## config.mk

```make
export PLATFORM = sky130hd
export DESIGN_NAME = pipe_ctrl
export DESIGN_NICKNAME = d
export VERILOG_FILES = /design/src/rtl/pipe_ctrl_pkg.sv /design/src/rtl/sat_counter.sv /design/src/rtl/pipe_ctrl.sv
export SDC_FILE = /design/constraint.sdc
export NUM_CORES = 1
export LEC_CHECK = 0
export ABC_AREA = 0
export ABC_CLOCK_PERIOD_IN_PS = 2100
export BUFFER_PORTS_ARGS = -buffer_cell sky130_fd_sc_hd__buf_2
export CORE_MARGIN = 2
export CORE_UTILIZATION = 45
export DETAILED_ROUTE_END_ITERATION = 10
export GPL_ROUTABILITY_DRIVEN = 0
export PLACE_DENSITY_LB_ADDON = 0.1
export SETUP_SLACK_MARGIN = 0.15
export SLEW_MARGIN = 20
export SYNTH_ARGS = -nofsm -noshare
export SYNTH_HDL_FRONTEND = slang
export SYNTH_SLANG_ARGS = --single-unit
```

## constraint.sdc

```tcl
create_clock -name clk -period 2.1 [get_ports clk]
set_input_delay 0.105 -clock clk [delete_from_list [all_inputs] [get_ports clk]]
set_output_delay 0.105 -clock clk [all_outputs]
set_load 0.02 [all_outputs]
```

## src/rtl/pipe_ctrl_pkg.sv

```systemverilog
// Shared types and constants for the pipeline stall/flush controller.
// Imported by the controller top and its counter sub-module.
package pipe_ctrl_pkg;

  localparam int REG_W = 3;

  // Opcode the IF/ID register loads on flush so that ID decodes a NOP.
  localparam logic [4:0] NOP_OPCODE = 5'b00001;

  typedef enum logic [1:0] {
    ST_RUN   = 2'd0,
    ST_DWAIT = 2'd1,
    ST_HALT  = 2'd2
  } state_t;

endpackage

```

## src/rtl/sat_counter.sv

```systemverilog
// Up-counter that sticks at all-ones instead of wrapping.
// Synchronous active-high reset clears it to zero.
module sat_counter #(
  parameter int W = 16
) (
  input  logic         clk,
  input  logic         rst,
  input  logic         inc,
  output logic [W-1:0] q
);

  always_ff @(posedge clk) begin
    if (rst) begin
      q <= '0;
    end else if (inc && (q != {W{1'b1}})) begin
      q <= q + 1'b1;
    end
  end

endmodule

```

## src/rtl/pipe_ctrl.sv

```systemverilog
// Stall/flush controller for the 5-stage pipeline: Mealy enables and flushes
// from a RUN/DWAIT/HALT FSM, plus saturating stall and flush counters.
module pipe_ctrl
  import pipe_ctrl_pkg::*;
#(
  parameter int CNT_W = 16
) (
  input  logic             clk,
  input  logic             rst,
  input  logic [REG_W-1:0] id_rs,
  input  logic [REG_W-1:0] id_rt,
  input  logic             id_rs_used,
  input  logic             id_rt_used,
  input  logic             ex_memread,
  input  logic [REG_W-1:0] ex_rd,
  input  logic             ex_redirect,
  input  logic             imem_busy,
  input  logic             dmem_busy,
  input  logic             wb_halt,
  output logic             pc_en,
  output logic             ifid_en,
  output logic             idex_en,
  output logic             exmem_en,
  output logic             memwb_en,
  output logic             ifid_flush,
  output logic             idex_flush,
  output logic             halted,
  output logic [CNT_W-1:0] stall_cnt,
  output logic [CNT_W-1:0] flush_cnt,
  output logic [1:0]       state
);

  state_t state_q;
  state_t state_d;
  logic   lu;
  logic   halt_take;
  logic   stall_inc;
  logic   flush_inc;

  // r0 is deliberately not excluded: the register file does not hard-wire it.
  assign lu = ex_memread &
              ((id_rs_used & (id_rs == ex_rd)) |
               (id_rt_used & (id_rt == ex_rd)));

  assign state = state_q;

  always_comb begin
    pc_en      = 1'b1;
    ifid_en    = 1'b1;
    idex_en    = 1'b1;
    exmem_en   = 1'b1;
    memwb_en   = 1'b1;
    ifid_flush = 1'b0;
    idex_flush = 1'b0;
    state_d    = state_q;
    halt_take  = 1'b0;
    flush_inc  = 1'b0;

    if (rst) begin
      ifid_flush = 1'b1;
      idex_flush = 1'b1;
    end else if (state_q == ST_HALT) begin
      pc_en    = 1'b0;
      ifid_en  = 1'b0;
      idex_en  = 1'b0;
      exmem_en = 1'b0;
      memwb_en = 1'b0;
    end else if (dmem_busy) begin
      // Full freeze: held registers keep every hazard input for re-evaluation.
      pc_en    = 1'b0;
      ifid_en  = 1'b0;
      idex_en  = 1'b0;
      exmem_en = 1'b0;
      memwb_en = 1'b0;
      state_d  = ST_DWAIT;
    end else begin
      state_d = ST_RUN;
      if (ex_redirect) begin
        ifid_flush = 1'b1;
        idex_flush = 1'b1;
        flush_inc  = 1'b1;
      end else if (lu) begin
        pc_en      = 1'b0;
        ifid_en    = 1'b0;
        idex_flush = 1'b1;
      end else if (imem_busy) begin
        pc_en      = 1'b0;
        ifid_flush = 1'b1;
      end
      if (wb_halt) begin
        state_d   = ST_HALT;
        halt_take = 1'b1;
      end
    end
  end

  assign stall_inc = !rst && (state_q != ST_HALT) && !pc_en;

  always_ff @(posedge clk) begin
    if (rst) begin
      state_q <= ST_RUN;
      halted  <= 1'b0;
    end else begin
      state_q <= state_d;
      if (halt_take) begin
        halted <= 1'b1;
      end
    end
  end

  sat_counter #(.W(CNT_W)) u_stall_cnt (
    .clk (clk),
    .rst (rst),
    .inc (stall_inc),
    .q   (stall_cnt)
  );

  sat_counter #(.W(CNT_W)) u_flush_cnt (
    .clk (clk),
    .rst (rst),
    .inc (flush_inc),
    .q   (flush_cnt)
  );

endmodule
```

**Word-level counts from Yosys, hierarchy flattened**

Cells that the tools add are included.

- Input bits: 18
- Register bits after elaboration: 35
- Output and inout bits: 42
- Word-level logic and storage cells: 57

- Reductions and logical operators: 6
- Bitwise logic cells: 4
- Add/subtract/negate cells: 2
- Mux-type cells: 35
- Eq/ne operators: 6

Operator list:

| kind | count |
|---|---|
| $mux 1 | 33 |
| $add 16x1->16 const B | 2 |
| $ne 16x16->1 const B | 2 |
| $eq 3x3->1 | 2 |
| $logic_and 1x1->1 | 4 |
| $mux 2 | 2 |
| $and 1x1->1 | 3 |
| $eq 2x2->1 const B | 1 |
| $logic_not 1->1 | 2 |
| $ne 2x2->1 const B | 1 |
| $or 1x1->1 | 1 |

**Logic depth before layout (Yosys ltp)**

Gate-level depths: netlist of run 1.

- Word-level depth: 12
- Gate-level depth with buffers: 8
- Gate-level depth less buffers: 7

**By module**

Synthesis of run 1 repeated with hierarchy kept, for this count alone.

- Cells, all modules: 238
- Area total of the unflattened synthesis: 1,984.4 µm²

Modules (own cells, without submodules):

| module | times used | sequential area each (µm²) | area each (µm²) | cells an instance |
|---|---|---|---|---|
| sat_counter | 2 | 320.3 | 848.3 | 99 |
| pipe_ctrl | 1 | 60.1 | 287.8 | 40 |

**Least setup slack after synthesis of run 1**

No wires, ideal clock.

- Path type: register to register
- From: register u_stall_cnt.q[0]
- To: register u_stall_cnt.q[14]
- Data arrival time: 2.065 ns
- Data required time: 2.029 ns
- Library setup time: 0.071 ns
- Path buffers: 0
- Period minus slack after synthesis: 2.136 ns
- Path slack: -0.036 ns
- Stages on the path, launching flop included: 8
- Cells stage by stage: dfxtp_1 -> ha_1 -> and3_1 -> and3_4 -> a311oi_4 -> o21ai_2 -> or4_1 -> a21oi_1

- Longest elaborated chain between the ends: 2
- Elaborated cells between the ends (all ways): 3
- Those cells by class: add/sub (1); eq/ne (1); reduce/logical (1)

RTL lines:

| what | line | RTL |
|---|---|---|
| from (decl) | sat_counter.sv:9 | `output logic [W-1:0] q` |
| from (signal assigned) | sat_counter.sv:16 | `q <= q + 1'b1;` |
| branches (longest 2 deep; another with $add 16x1->16) | - |  |

Several ways; the timed one is not identified.
A chain may end at the register's enable or synchronous reset.

**Worst setup path after layout of run 1**

- From: register u_stall_cnt.q[0]
- To: register u_stall_cnt.q[8]

The elaborated chain is that of the path after synthesis.

==> results of run 1 <==
[per-layer routing]
metal  vias to the layer above  GRT usage (%)  share of wire (%)
met3                         4           5.07                5.7
met1                       877           26.4                 47
met5                         -              0                  0
li1                        922              -                  -
met4                         0           7.14               0.80
met2                        55           33.3                 47
[per-stage QoR]
stage               utilization [%]  area (um^2)  setup WS, ns
finish                         69.7         2590        0.0534
global route                   69.7         2590       -0.0110
CTS                            66.0         2450        0.0685
detailed placement             59.7         2220        0.0287
global placement               59.7         2220        0.0511
floorplan                         -         1790         0.152
[final cells by class]
| class | instances | share of cell area, % |
|---|---|---|
| Timing Repair Buffer | 92 | 21.5 |
| Sequential cell | 35 | 27.5 |
| Tap cell | 48 | 2.32 |
| Clock inverter | 2 | 2.32 |
| Multi-Input combinational cell | 158 | 42.8 |
| Inverter | 5 | 0.725 |
| Clock buffer | 6 | 2.80 |
[placed cells by master, fill, tap and decap left out, types with 3 or more instances in the layout]
cell,instances
sky130_fd_sc_hd__nand2_1,11
sky130_fd_sc_hd__a21oi_1,14
sky130_fd_sc_hd__xnor2_1,8
sky130_fd_sc_hd__and3_1,4
sky130_fd_sc_hd__xor2_1,13
sky130_fd_sc_hd__dfxtp_1,30
sky130_fd_sc_hd__and4_1,3
sky130_fd_sc_hd__buf_6,4
sky130_fd_sc_hd__clkbuf_8,5
sky130_fd_sc_hd__nand3_1,9
sky130_fd_sc_hd__dfxtp_2,3
sky130_fd_sc_hd__buf_4,29
sky130_fd_sc_hd__nand4_1,13
sky130_fd_sc_hd__and3_4,3
sky130_fd_sc_hd__nor2_1,24
sky130_fd_sc_hd__buf_2,59
sky130_fd_sc_hd__inv_1,5
sky130_fd_sc_hd__or3_1,10
sky130_fd_sc_hd__a21oi_2,4
sky130_fd_sc_hd__o21ai_0,10
[where the power goes]
part	total, uW	switching (uW)	internal, uW
registers	678	7.15	671
clock network	732	258	475
logic	185	100	84.6
total	1600	365	1230
[worst register-to-register path, delay by kind of cell, from the launching register on]
family | cells | cell delay (ns)
AO/OA/AOI/OAI | 3 | 0.59
adder cells (fa/ha/maj) | 1 | 0.16
buffers and inverters | 1 | 0.14
flip-flops | 1 | 0.35
AND/OR/NAND/NOR | 3 | 0.75
[cells by family after synthesis]
| kind of cell | synth area share [%] |
|---|---|
| simple gates | 28.4 |
| compound gates | 14.6 |
| flops | 39.8 |
| xor+xnor | 10.4 |
| buf+inv | 3.55 |
| mux | 1.78 |
| fa+ha+maj | 1.42 |
[sequential cells by signal (all words and copies together) (netlist names)]
register	cells
u_flush_cnt.q	16
u_stall_cnt.q	16
state	2
halted	1
[timing repair]
item | in CTS | in global routing
cloned | 0 | 0
pin swaps | 16 | 11
setup buffers | 10 | 7
endpoints found under the setup margin | 16 | 25
gates resized for setup | 7 | 19
[worst paths after layout]
kind                    startpoint               end  cells past startpoint
setup / recovery  u_stall_cnt.q[0]  u_stall_cnt.q[8]                      8
hold / removal             wb_halt          state[1]                      3
setup reg to reg  u_stall_cnt.q[0]  u_stall_cnt.q[8]                      8
hold reg to reg             halted            halted                      2
==> results.py, run 1 <==
metrics = {
    "place": {
        "detailed_place_hpwl_um": 2920,
        "io_buffer_count": 59,
        "placed_cells": 321,
    },
    "synthesis": {
        "synth.cells.most_frequent": "35 x sky130_fd_sc_hd__dfxtp_1, 24 x sky130_fd_sc_hd__nor2_1, 17 x sky130_fd_sc_hd__a21oi_1",
        "post-synth-top-area-fraction_pct": 39.8,
        "synth.largest_area_cell": "sky130_fd_sc_hd__dfxtp_1",
        "dominantRegCellSynth": "sky130_fd_sc_hd__dfxtp_1",
        "yosysUniqueCellTypes": 38,
        "synth_enable_flop_cells": 0,
        "synth-seq-area-share_pct": 39.8,
        "ys_seq_elements": 35,
        "syn-mean-instance-area_um2": 8.50,
        "yosysMostFrequentCell": "sky130_fd_sc_hd__dfxtp_1",
        "post_synth_main_area_contributors": "sky130_fd_sc_hd__dfxtp_1 40%, sky130_fd_sc_hd__xor2_1 6.5%, sky130_fd_sc_hd__nor2_1 5.1%",
        "synth_warnings": 0,
        "asyncSetResetFlopFracSynth_pct": 0,
        "synth_area_um2": 1760,
        "netlist_instances": 207,
        "post_synthesis_net_count": 227,
    },
    "power_and_ir_drop": {
        "vdd_ir_drop_max_mv": 0.505,
        "power_density_nw_per_um2": 616,
        "p_leak_uw": 0.00109,
        "report.power.total_uw": 1600,
    },
    "sta": {
        "relSlewSlack_pct": 74.8,
        "maxClockFrequency_ghz": 0.489,
        "drv_slew": 0,
        "timing_worst_slew_pin_value_ns": 0.376,
        "final_hold_viol_count": 0,
        "setup_tns_ns": 0,
        "worst_hold_slack_ns": 0.0797,
        "grt_setup_unrepaired": "yes",
        "final.period_utilization_pct": 97.5,
        "finalCriticalPeriod_ns": 2.05,
        "finalClockSkew_ns": 0.00585,
        "setup_violations": 0,
    },
    "worst_setup_path": {
        "critical_path_arrival_ns": 2.27,
        "r2r_setup_slack_ns": 0.05,
        "cp_common_cell": "sky130_fd_sc_hd__and3_4",
        "cp_data_required_time_ns": 2.33,
        "crit_path_cell_trace": "ha_4 -> and3_4 -> and3_4 -> a311oi_4 -> o21ai_4 -> buf_6 -> or4_1 -> a21oi_1",
        "critical_path_peak_fanout": 6,
        "critPathKind": "flip-flop to flip-flop",
        "cp_top_family": "simple AND/OR/NAND/NOR gates",
        "endpoint_kind": "flip-flop",
        "maximum_single_stage_delay_on_the_critical_path_ns": 0.39,
        "crit_path_start_kind": "flip-flop",
        "worst-path-buf-inv": 1,
        "critical_path.slowest_cell": "sky130_fd_sc_hd__or4_1",
    },
    "grt": {
        "overflow": 0,
        "grt_pass1_vias": 1615,
        "grt_first_pass_wirelength_um": 7020,
        "grt_start_max_net_pins": 24,
        "grtUsageTotal_pct": 20.5,
        "antenna_found_initial": 0,
    },
    "final_layout": {
        "n_antenna_cell": 0,
        "seqCellArea_um2": 712,
        "post_synthesis_to_final_layout_area_growth_pct": 47.1,
        "final.fill_count": 328,
        "multi_input_comb_area_um2": 1110,
        "finalNonFillerCells": 346,
        "final_layout_size_suffix_gt1_share_pct": 42.3,
        "finish.net_count": 317,
    },
    "drt": {
        "avgViaCountPerCell": 5.37,
        "wl_per_cell_um": 12.7,
        "routed_wl_um": 4390,
        "final_antenna_net_count": 0,
        "num_vias": 1858,
        "detailedRoute.firstPassIterationCount": 4,
        "dr.first_iter.drc_count": 97,
        "route.detailed.drc": 0,
    },
    "floorplan": {
        "io_pins": 60,
        "dieArea_um2": 4430,
        "die_h_um": 66.5,
        "floorplan.initialDensity_pct": 47.4,
        "floorplan_row_count": 22,
        "total_core_area_um2": 3720,
        "fp.dieW_um": 66.5,
    },
    "cts": {
        "clk_transition_reported_paths_ns": 0.07,
        "cts-buffers-inserted": 5,
        "htree_levels": 2,
        "cts_tree": "yes",
        "clk_latency_ns": 0.29,
        "cts_hold_repair.buffers": 0,
        "tritoncts_num_sinks": 35,
        "max-clock-path-buffers": 2,
        "cts_root_buffer": "sky130_fd_sc_hd__clkbuf_8",
    },
    "flow_run": {
        "maxcap_viol_count": 0,
    },
    "min_path": {
        "worstHoldPathType": "input port to flip-flop",
    },
    "status": {
        "status": "completed",
    },
}
No activity file was read; power rests on OpenSTA's default activity.
==> run 2, diff against run 1 <==
--- a/config.mk
+++ b/config.mk
@@ -9,12 +9,14 @@
 export ABC_CLOCK_PERIOD_IN_PS = 2100
 export BUFFER_PORTS_ARGS = -buffer_cell sky130_fd_sc_hd__buf_2
 export CORE_MARGIN = 2
-export CORE_UTILIZATION = 45
+export CORE_UTILIZATION = 46
 export DETAILED_ROUTE_END_ITERATION = 10
 export GPL_ROUTABILITY_DRIVEN = 0
+export GPL_TIMING_DRIVEN = 0
 export PLACE_DENSITY_LB_ADDON = 0.1
 export SETUP_SLACK_MARGIN = 0.15
 export SLEW_MARGIN = 20
 export SYNTH_ARGS = -nofsm -noshare
 export SYNTH_HDL_FRONTEND = slang
+export SYNTH_HIERARCHICAL = 1
 export SYNTH_SLANG_ARGS = --single-unit
==> constraint.sdc (replaced) <==
create_clock -name clk -period 2.1 [get_ports clk]
set_input_delay 0.105 -clock clk [delete_from_list [all_inputs] [get_ports clk]]
set_output_delay 0.105 -clock clk [all_outputs]
set_load 0.005 [all_outputs]
==> run 2 against run 1 <==
  * Non-clock buffer count down 15
  * Synthesized cell count up 15%
  * Combinational power down 35%
  * Clock skew up 0.0021 ns
  * Utilization down 7.8 points
  * Critical path type unchanged
  * Via count up 9.6%
  * Sequential share of layout area up 0.21 points
  * Highest routed layer unchanged
  * Critical path depth unchanged
  * Maximum frequency up 12%
==> results.py, run 2 <==
metrics = {
    "status": {
        "status": "completed",
    },
    "synthesis": {
        "synth.cells.most_frequent": "35 x sky130_fd_sc_hd__dfxtp_1, 23 x sky130_fd_sc_hd__a21oi_1, 18 x sky130_fd_sc_hd__nor2_1",
        "synth_mux_area_share_pct": 2.14,
        "largest_family_of_logic_cells_by_synthesized_area": "simple AND/OR/NAND/NOR gates",
        "synth.largest_area_cell": "sky130_fd_sc_hd__dfxtp_1",
        "post_synth_main_area_contributors": "sky130_fd_sc_hd__dfxtp_1 35%, sky130_fd_sc_hd__a21oi_1 5.8%, sky130_fd_sc_hd__or4_1 5.3%",
        "synth_simple_gate_area_share_pct": 35.5,
        "post-synth-top-area-fraction_pct": 35.3,
        "synth_warnings": 6,
        "synth_enable_flop_cells": 0,
        "netlist_instances": 238,
        "synth_area_um2": 1980,
        "ys_seq_elements": 35,
        "yosysUniqueCellTypes": 37,
        "synth-compound-area-share_pct": 16.9,
        "dominantRegCellSynth": "sky130_fd_sc_hd__dfxtp_1",
        "asyncSetResetFlopFracSynth_pct": 0,
        "post_synth_fa_ha_maj_area_fraction_pct": 1.26,
        "post_synth_xor_area_fraction_pct": 4.41,
        "syn-mean-instance-area_um2": 8.34,
        "yosysMostFrequentCell": "sky130_fd_sc_hd__dfxtp_1",
        "synth-seq-area-share_pct": 35.3,
        "post_synthesis_net_count": 258,
    },
    "cts": {
        "cts-buffers-inserted": 5,
        "clk_latency_ns": 0.28,
        "cts_root_buffer": "sky130_fd_sc_hd__clkbuf_8",
        "htree_levels": 2,
        "max-clock-path-buffers": 2,
        "tritoncts_num_sinks": 35,
        "clk_transition_reported_paths_ns": 0.07,
        "cts_tree": "yes",
        "cts_hold_repair.buffers": 0,
    },
    "final_layout": {
        "final_cell_mix": "60 x sky130_fd_sc_hd__buf_2, 35 x sky130_fd_sc_hd__dfxtp_1, 22 x sky130_fd_sc_hd__a21oi_1, 17 x sky130_fd_sc_hd__nor2_1, 14 x sky130_fd_sc_hd__or4_1",
        "mostFrequentLayoutCell": "sky130_fd_sc_hd__buf_2",
        "n_antenna_cell": 0,
        "final_core_util_pct": 61.9,
        "post_synthesis_to_final_layout_area_growth_pct": 27.5,
        "finish.net_count": 331,
        "final_layout_size_suffix_gt1_share_pct": 31.3,
    },
    "worst_setup_path": {
        "critPathLaunch": "state[0]",
        "cp_data_required_time_ns": 2.31,
        "critical_path_peak_fanout": 6,
        "timing.rr.start": "state[0]",
        "critPathKind": "flip-flop to flip-flop",
        "crit_path_start_kind": "flip-flop",
        "endpoint_kind": "flip-flop",
        "critical_path_arrival_ns": 2.04,
    },
    "drt": {
        "wl_per_cell_um": 13.1,
        "num_vias": 2037,
        "route.detailed.drc": 0,
        "detailedRoute.firstPassIterationCount": 4,
        "final_antenna_net_count": 0,
        "avgViaCountPerCell": 5.66,
        "dr.first_iter.drc_count": 147,
        "routed_wl_um": 4730,
    },
    "floorplan": {
        "floorplan_row_count": 23,
        "fp.dieW_um": 69.7,
        "dieArea_um2": 4860,
        "floorplan.initialDensity_pct": 48.6,
        "die_h_um": 69.7,
        "io_pins": 60,
        "total_core_area_um2": 4090,
    },
    "min_path": {
        "hold_path.startpoint": "wb_halt",
        "worstHoldPathType": "input port to flip-flop",
    },
    "sta": {
        "maxClockFrequency_ghz": 0.546,
        "setup_tns_ns": 0,
        "finalCriticalPeriod_ns": 1.83,
        "relSlewSlack_pct": 56.7,
        "final_hold_viol_count": 0,
        "worst_hold_slack_ns": 0.0703,
        "finalClockSkew_ns": 0.00797,
        "drv_slew": 0,
        "setup_violations": 0,
        "grt_setup_unrepaired": "no",
        "final.period_utilization_pct": 87.3,
        "timing_worst_slew_pin_value_ns": 0.641,
    },
    "grt": {
        "overflow": 0,
        "grt_first_pass_wirelength_um": 7570,
        "antenna_found_initial": 0,
        "grtUsageTotal_pct": 18.7,
        "grt_pass1_vias": 1626,
        "grt_start_max_net_pins": 11,
    },
    "flow_run": {
        "maxcap_viol_count": 0,
    },
    "power_and_ir_drop": {
        "p_leak_uw": 0.00101,
        "power_density_nw_per_um2": 491,
        "report.power.total_uw": 1240,
        "vdd_ir_drop_max_mv": 0.254,
    },
    "place": {
        "detailed_place_hpwl_um": 3390,
        "io_buffer_count": 58,
    },
}
run 2: logic make-up (layout without fill, tap and decap cells):
kind of cell	after synthesis	in the layout
compound gates	54	54
xor+xnor	10	10
flops	35	35
simple gates	112	112
buf+inv	21	93
fa+ha+maj	2	2
mux	4	4
run 2: final cells by class:
cell class	count	area, um^2
fillers	367	1560
multi-input cells	182	1250
flip-flops and latches	35	701
repair buffers	66	350
clock buffers	6	72.6
well taps	50	62.6
plain buffers	11	58.8
inverters	10	37.5
run 2: power breakdown:
part	leakage, uW	internal [uW]	switching (uW)
registers	0.000283	671	7.30
clock network	0.0000371	221	224
logic	0.000692	56.0	63.6
total	0.00101	948	295
run 2: metal layers:
metal / up-vias / wire length [um] / global-route usage, %
met4: 0 / 48 / 6.41
met5: - / 0 / 0
met3: 4 / 251 / 3.34
met1: 928 / 2320 / 26.5
met2: 59 / 2110 / 28.4
li1: 1046 / - / -
run 2: path summary, 6_finish.rpt:
check,to,slack [ns],depth (start not counted)
worst max-delay path,u_stall_cnt/q[3],0.27,8
worst min-delay path,halted,0.07,3
worst max register to register,u_stall_cnt/q[3],0.27,8
worst min register to register,halted,0.48,2
run 2: what timing repair did:
action | in CTS | in global routing
cloned | 0 | 0
pin swaps | 0 | 9
endpoints found under the setup margin | 9 | 21
resized for setup | 3 | 17
buffers inserted | 0 | 8
run 2: worst max-delay path, cell delays in order, from the launching register on:
cell and delay, ns:
sky130_fd_sc_hd__dfxtp_1 0.38, sky130_fd_sc_hd__nor2b_4 0.08, sky130_fd_sc_hd__nor2_2 0.15, sky130_fd_sc_hd__o2111ai_2 0.14, sky130_fd_sc_hd__nand2_2 0.15, sky130_fd_sc_hd__buf_4 0.13
sky130_fd_sc_hd__inv_1 0.06, sky130_fd_sc_hd__or4_1 0.53, sky130_fd_sc_hd__a21oi_2 0.14
run 2: per-stage QoR:
step / instance area, um^2 / worst slack [ns] / std cells
after floorplan: 1990 / 0.327 / 238
after global placement: 2340 / 0.123 / 346
after detailed placement: 2340 / 0.0825 / 346
after CTS: 2430 / 0.152 / 352
after global routing: 2530 / 0.122 / 360
final: 2530 / 0.268 / 360
